## config.mk

```make
export PLATFORM = sky130hd
export DESIGN_NAME = branch_target_buffer
export DESIGN_NICKNAME = d
export VERILOG_FILES = /design/src/rtl/branch_target_buffer.sv
export SDC_FILE = /design/constraint.sdc
export NUM_CORES = 1
export LEC_CHECK = 0
export BUFFER_PORTS_ARGS = -buffer_cell sky130_fd_sc_hd__buf_4
export CAP_MARGIN = 20
export CORE_ASPECT_RATIO = 0.75
export CORE_MARGIN = 3
export CORE_UTILIZATION = 35
export DETAILED_ROUTE_END_ITERATION = 7
export PLACE_DENSITY = 0.47
export SYNTH_ARGS = -nofsm -noshare
export SYNTH_HDL_FRONTEND = slang
export SYNTH_SLANG_ARGS = --single-unit
```

## constraint.sdc

```tcl
create_clock -name clk -period 4.3 [get_ports clk]
set_input_delay 0.215 -clock clk [delete_from_list [all_inputs] [get_ports clk]]
set_output_delay 0.215 -clock clk [all_outputs]
set_load 0.005 [all_outputs]
```

## src/rtl/branch_target_buffer.sv

```systemverilog
// Fully associative branch target buffer with a stage-2 register for the ID stage.
// Define BTB_2BIT_COUNTER_EN for 2-bit hysteresis counters; otherwise each entry keeps a 1-bit direction.
module branch_target_buffer #(
    parameter int ENTRIES = 8
) (
    input  logic        clk,
    input  logic        reset,
    input  logic [31:0] PC_IF,
    input  logic        Pipe_stall,
    input  logic [2:0]  WriteEntry,
    input  logic        Branch_taken,
    input  logic [31:0] BranchTarget,
    output logic        FindinBTB,
    output logic        taken,
    output logic [31:0] PredTarget,
    output logic        FindinBTB_S2,
    output logic        taken_S2,
    output logic [31:0] PC_Stage2,
    output logic [31:0] PC_Stage2_plus4
);

    localparam int IDXW = $clog2(ENTRIES);
`ifdef BTB_2BIT_COUNTER_EN
    localparam int CTRW = 2;
`else
    localparam int CTRW = 1;
`endif

    logic            valid_q  [ENTRIES];
    logic            valid_d  [ENTRIES];
    logic [29:0]     tag_q    [ENTRIES];
    logic [29:0]     tag_d    [ENTRIES];
    logic [31:0]     target_q [ENTRIES];
    logic [31:0]     target_d [ENTRIES];
    logic [CTRW-1:0] ctr_q    [ENTRIES];
    logic [CTRW-1:0] ctr_d    [ENTRIES];
    logic [IDXW-1:0] repl_q, repl_d;

    logic [31:0]     pc_s2_q;
    logic            hit_s2_q;
    logic [IDXW-1:0] idx_s2_q;
    logic            taken_s2_q;

    logic [ENTRIES-1:0] lookup_match;
    logic [ENTRIES-1:0] s2_match;
    logic [ENTRIES-1:0] free_vec;
    logic [IDXW-1:0]    hit_idx;
    logic [IDXW-1:0]    wr_idx;
    logic               retrain_ok;

    // The direction bit is never used to index or tag the table.
    logic unused_wr_bit2;
    assign unused_wr_bit2 = WriteEntry[2];

    // Lowest set index; callers only use the result when the vector is non-zero.
    function automatic logic [IDXW-1:0] first_set(input logic [ENTRIES-1:0] v);
        logic [IDXW-1:0] r;
        r = '0;
        for (int i = ENTRIES - 1; i >= 0; i--) begin
            if (v[i]) r = IDXW'(i);
        end
        return r;
    endfunction

    genvar gi;
    generate
        for (gi = 0; gi < ENTRIES; gi++) begin : g_entry
            assign lookup_match[gi] = valid_q[gi] && (tag_q[gi] == PC_IF[31:2]);
            assign s2_match[gi]     = valid_q[gi] && (tag_q[gi] == pc_s2_q[31:2]);
            assign free_vec[gi]     = ~valid_q[gi];

            always_ff @(posedge clk or negedge reset) begin
                if (!reset) begin
                    valid_q[gi]  <= 1'b0;
                    tag_q[gi]    <= '0;
                    target_q[gi] <= '0;
                    ctr_q[gi]    <= '0;
                end else begin
                    valid_q[gi]  <= valid_d[gi];
                    tag_q[gi]    <= tag_d[gi];
                    target_q[gi] <= target_d[gi];
                    ctr_q[gi]    <= ctr_d[gi];
                end
            end
        end
    endgenerate

    // Lookup reads only registered table state, so an update lands one cycle later.
    assign hit_idx    = first_set(lookup_match);
    assign FindinBTB  = |lookup_match;
    assign taken      = FindinBTB & ctr_q[hit_idx][CTRW-1];
    assign PredTarget = FindinBTB ? target_q[hit_idx] : 32'd0;

    assign retrain_ok = valid_q[idx_s2_q] && (tag_q[idx_s2_q] == pc_s2_q[31:2]);

    always_comb begin
        valid_d  = valid_q;
        tag_d    = tag_q;
        target_d = target_q;
        ctr_d    = ctr_q;
        repl_d   = repl_q;
        wr_idx   = '0;
        if (!Pipe_stall) begin
            if (WriteEntry[1]) begin
                // Rewriting an existing copy keeps a PC from ever occupying two entries.
                if (|s2_match) begin
                    wr_idx = first_set(s2_match);
                end else if (|free_vec) begin
                    wr_idx = first_set(free_vec);
                end else begin
                    wr_idx = repl_q;
                    repl_d = repl_q + 1'b1;
                end
                valid_d[wr_idx]  = 1'b1;
                tag_d[wr_idx]    = pc_s2_q[31:2];
                target_d[wr_idx] = BranchTarget;
`ifdef BTB_2BIT_COUNTER_EN
                ctr_d[wr_idx]    = Branch_taken ? 2'b10 : 2'b01;
`else
                ctr_d[wr_idx]    = Branch_taken;
`endif
            end else if (WriteEntry[0] && retrain_ok) begin
`ifdef BTB_2BIT_COUNTER_EN
                if (Branch_taken) begin
                    if (ctr_q[idx_s2_q] != 2'b11) ctr_d[idx_s2_q] = ctr_q[idx_s2_q] + 2'b01;
                end else begin
                    if (ctr_q[idx_s2_q] != 2'b00) ctr_d[idx_s2_q] = ctr_q[idx_s2_q] - 2'b01;
                end
`else
                ctr_d[idx_s2_q] = Branch_taken;
`endif
                if (Branch_taken) target_d[idx_s2_q] = BranchTarget;
            end
        end
    end

    always_ff @(posedge clk or negedge reset) begin
        if (!reset) begin
            repl_q     <= '0;
            pc_s2_q    <= '0;
            hit_s2_q   <= 1'b0;
            idx_s2_q   <= '0;
            taken_s2_q <= 1'b0;
        end else begin
            repl_q <= repl_d;
            if (!Pipe_stall) begin
                pc_s2_q    <= PC_IF;
                hit_s2_q   <= FindinBTB;
                idx_s2_q   <= hit_idx;
                taken_s2_q <= taken;
            end
        end
    end

    assign FindinBTB_S2    = hit_s2_q;
    assign taken_S2        = taken_s2_q;
    assign PC_Stage2       = pc_s2_q;
    assign PC_Stage2_plus4 = pc_s2_q + 32'd4;

endmodule

```

==> results by stage <==
Critical path:
- The critical path ends at PredTarget[8].
- In this run the worst setup path begins at tag_q[214].
- The classification of the worst setup path is flip-flop to primary output.
- The endpoint of the worst register-to-register path is target_q[216].
- The setup check on the worst reg-to-reg path leaves a slack of 0.04 ns.
- For this run, the slowest stage of the critical path takes 0.63 ns.
- STA classifies the critical path endpoint as a primary output.
- STA puts the critical path data arrival time at 4.19 ns.
- STA classifies the critical path startpoint as a flip-flop.
- The source of the worst register-to-register timing path is idx_s2_q[0].
- The largest fanout on the critical path is 5.
- The required time of the critical path is 4.09 ns.
- The signal on the critical path passes through xnor2_2, nand4_1, nor4_1, nand3_1, o21a_4, buf_12, buf_8, buf_12, buf_16, mux2i_2, mux2i_1, a22o_1, buf_6.
- The most numerous cell type found on the critical path is sky130_fd_sc_hd__buf_12.
- The largest individual stage delay along the critical path comes from the cell sky130_fd_sc_hd__nor4_1.
- Counting cells, the worst reg-to-reg path comes to 14.

Timing:
- After layout, the worst setup slack is -0.1020 ns.
- The worst path in the final design needs a cycle of 4.402 ns, including I/O delays and setup.
- The worst path uses 102.4% of the clock period.
- Clock skew on the completed layout was measured at 0.03699 ns.
- The number of failing hold endpoints at the final stage is 0.
- The remaining max-slew budget at the tightest pin is 12.93%.
- Across all hold checks on the routed design, the worst slack comes to 0.05113 ns.
- Derived from the worst setup path, the maximum achievable clock frequency is 0.2272 GHz.
- The measured slew at the worst slew-check pin is 1.306 ns.
- The number of slew-limit violations in the final report is 0.
- Setup repair after global routing could not meet its margin everywhere.
- The final number of setup-violating endpoints is 28.

Hold path:
- The worst hold path belongs to the class primary input to flip-flop.

Yosys:
- The xor and xnor area share after synthesis is 13.92%.
- After synthesis, flip-flops and latches occupy 41.12% of the total area.
- The number of synthesized flops with an enable pin is 0.
- The number of distinct library cell variants in the gate-level netlist after synthesis is 82.
- The net count after synthesis is 2942.
- Counting flops with an async set or reset pin after synthesis yields a share of 100.0%.
- By area the synthesized netlist is led by sky130_fd_sc_hd__dfrtp_1 (41%), sky130_fd_sc_hd__mux2_2 (18%), sky130_fd_sc_hd__xnor2_1 (12%), sky130_fd_sc_hd__mux2i_1 (7.1%), sky130_fd_sc_hd__nand4_1 (3.7%).
- Sorting the synthesized cells by how often they occur yields sky130_fd_sc_hd__dfrtp_1 (552), sky130_fd_sc_hd__mux2_2 (524), sky130_fd_sc_hd__xnor2_1 (456).
- Of the post-synthesis cell area, the part taken by muxes is 27.74%.
- The largest total area in the synthesized netlist belongs to sky130_fd_sc_hd__dfrtp_1.
- Of the total synthesized cell area, the portion taken by AND, OR, NAND and NOR gates is 9.930%.
- The number of warnings reported in the yosys synthesis log is 0.
- After synthesis the cells add up to 33590 um^2.
- The cell count after synthesis came out at 2869.
- The main combinational cell family by area after synthesis is multiplexers.
- The average instance in the mapped netlist occupies 11.71 um^2.
- The post-synthesis share of cell area spent on full adders, half adders and majority gates is 0.07449%.
- The most common cell in the netlist is sky130_fd_sc_hd__dfrtp_1.
- The area fraction in compound gates after synthesis is 3.806%.
- Among all flip-flop cells after synthesis, the most frequent one is sky130_fd_sc_hd__dfrtp_1.
- Summed over its instances, the top area cell type makes up 41.12% of the synthesized netlist area.
- In this run, synthesis produced a sequential element count of 552.

Layout:
- The total number of nets in the final design is 3470.
- The signed area change from the synthesized netlist to the final layout is 29.49%.
- Of the cells placed in the final design, the portion with a size suffix greater than 1 is 42.55%.
- The number of antenna diodes in the final layout is 0.
- The filler cell count in the final layout is 8721.

Flow run:
- The max capacitance violation total is 0.

Pwr:
- Summed over all nets, the switching power comes to 13.03 mW.
- The sequential fraction of design power is 34.1%.
- The portion of total power attributed to combinational logic is 46.9%.
- The total chip power is 30.31 mW.
- IR analysis of the VDD net gives a maximum drop of 0.3328 mV.
- The analysis attributes to cell leakage a power of 18.06 nW.
- Power spread over the standard cell area amounts to 696.8 nW/um^2.
- The switching part of the total is 42.98%.
- Cell internal power was estimated by the tool at 17.28 mW.
- The share of total power dissipated in the clock network is 19.0%.

Clocking:
- CTS built an H-tree with a depth of 3.
- The clock slew at the register clock pins of the worst setup and hold paths is 0.06 ns.
- The clock net in this run drives a total of 552 sinks.
- TritonCTS built the clock tree.
- The cell sitting at the root of the clock tree is a sky130_fd_sc_hd__clkbuf_16.
- Counting along the longest clock path gives a buffer depth of 3.
- The number of clock buffers added by TritonCTS is 66.
- For the worst-skew pair, the clock arrives at the later sink with an insertion delay of 0.66 ns.

Routing:
- The number of DRC violations after detailed routing is 0.
- Once detail routing completed, the nets flagged for antenna violations numbered 0.
- The detailed-route via count is 27554.
- In this run, the number of DRC markers left after iteration 0 of detailed routing was 3461.
- In the routed layout, each cell is associated on average with a via count of 5.885.
- The pre-antenna-repair detailed-routing pass consisted of 5 iterations.
- After detailed routing, the average wire length per cell comes to 36.04 um.
- The wire length reported by the detailed router is 168700 um.

Floorplanning:
- Measured along the y axis, the die boundary spans 274.3 um.
- The site row count is 97.
- For this configuration, the core starts out at a cell density of 35.62%.
- The core footprint is 94300 um^2.
- The I/O pin count is 171.
- The overall die width is 363.7 um.
- The floorplan step defined a die boundary enclosing 99770 um^2.

Placement:
- The estimated wirelength of the detail-placed design is 129000 um.
- The global placer's final weighted congestion is 1.087.
- The number of port buffers is 169.

GRT:
- The maximum number of pins on one net before global-route repair is 99.
- The total overflow reported by the global router is 0.
- The initial antenna violation count is 6.
- The overall routing resource usage is 33.45%.
- The first-pass GRT wire length is 229300 um.
- The number of global-route vias before repair was 26959.

Run status:
- The run finished, with violations left.
- The final reports fail on negative setup slack.
area by class of cell:
type                    instances  area, um^2  area share (%)
multi-input cells            2073       19450           44.71
flip-flops and latches        552       13850           31.83
inverters                      25       93.84          0.2157
repair buffers                679        6391           14.69
clock buffers                  92        1859           4.274
clock inverters                24       312.8          0.7191
well taps                    1237        1548           3.558
per-layer routing:
metal	routed length [um]	global-route usage (%)	part of all wire [%]	up-vias
met4	3095	5.754	1.8	2
met2	61440	41.56	36	1362
met5	20	0	0.012	-
met1	81390	51.37	48	14480
li1	-	-	-	11549
met3	22790	15.84	14	161
state kept, by name, indices dropped and copies added, names as in the netlist, 3 cells and up:
register	flops
ctr_q	8
valid_q	8
tag_q	240
target_q	256
repl_q	3
idx_s2_q	3
PC_Stage2	32
repair_timing:
action                                  in CTS  in global routing
setup buffers                               18                  8
cloned                                      11                  0
gates resized for setup                    129                 42
hold buffers                                45                  0
pin swaps                                   40                 14
hold endpoints to repair                   337                  0
endpoints found under the setup margin      61                223
worst max-delay path: cells and delay by family, from the launching register on:
family,cells,cell delay (ns)
XOR/XNOR,1,0.46
multiplexers,2,0.29
AO/OA/AOI/OAI,2,0.48
buffers and inverters,5,0.65
flip-flops,1,0.44
AND/OR/NAND/NOR,3,1.20
per-stage QoR:
stage          instance area, um^2  setup slack (ns)  utilization [%]  setup TNS (ns)  std cells
4_1_cts                      43220          -0.04886            45.83         -0.4534       4674
3_5_place_dp                 39490          -0.01716            41.87         -0.1320       4485
3_3_place_gp                 39490          -0.05066            41.87          -1.023       4485
6_report                     43500           -0.1020            46.13          -1.187       4682
5_1_grt                      43500           -0.1916            46.13          -4.084       4682
2_1_floorplan                33590            0.8201                -               0       2869
cell families (layout without fill, tap and decap cells):
kind of cell             Yosys count  in the layout
multiplexers                     818            818
AND/OR/NAND/NOR                  556            556
flip-flops                       552            552
XOR/XNOR                         534            534
buffers and inverters            244            820
AO/OA/AOI/OAI                    163            163
adder cells (fa/ha/maj)            2              2
how the worst min path moves through the flow:
stage / startpoint / endpoint / slack, ns / cells after the start
final: PC_IF[6] / PC_Stage2[6] / 0.05 / 2
after global routing: PC_IF[6] / PC_Stage2[6] / 0.02 / 2
after CTS: PC_IF[5] / PC_Stage2[5] / 0.006 / 2
after detailed placement: reset / valid_q[2] / 0.30 / 1
after global placement: reset / valid_q[2] / 0.30 / 1
after floorplan: reset / FindinBTB_S2 / -0.08 / 0
placed cells by master (no fill, tap or decap), types with 22 or more instances in the layout:
cell,Yosys,final
sky130_fd_sc_hd__mux2i_1,237,230
sky130_fd_sc_hd__nand4_1,196,196
sky130_fd_sc_hd__dlygate4sd3_1,0,45
sky130_fd_sc_hd__dfrtp_1,552,528
sky130_fd_sc_hd__nand2_1,57,57
sky130_fd_sc_hd__buf_12,0,67
sky130_fd_sc_hd__mux4_2,26,26
sky130_fd_sc_hd__nor2_1,40,35
sky130_fd_sc_hd__buf_4,15,536
sky130_fd_sc_hd__mux2_4,30,30
sky130_fd_sc_hd__dfrtp_2,0,22
sky130_fd_sc_hd__nand2b_1,29,28
sky130_fd_sc_hd__clkbuf_16,0,66
sky130_fd_sc_hd__xnor2_1,456,403
sky130_fd_sc_hd__nand3_1,59,56
sky130_fd_sc_hd__nor4_1,60,53
sky130_fd_sc_hd__xnor2_2,0,51
sky130_fd_sc_hd__xor2_1,78,75
sky130_fd_sc_hd__mux2_2,524,524
sky130_fd_sc_hd__a22o_1,35,35
power groups by stage:
stage	clock [mW]	sequential, mW	combinational [mW]
after CTS	5.87	10.2	13.5
final	5.74	10.4	14.2
after detailed placement	0	10.2	13.2
after global routing	6.08	10.5	14.6
after floorplan	0	8.99	7.25
after global placement	0	10.0	13.1
Note: power is estimated with default switching activity, not from simulation.
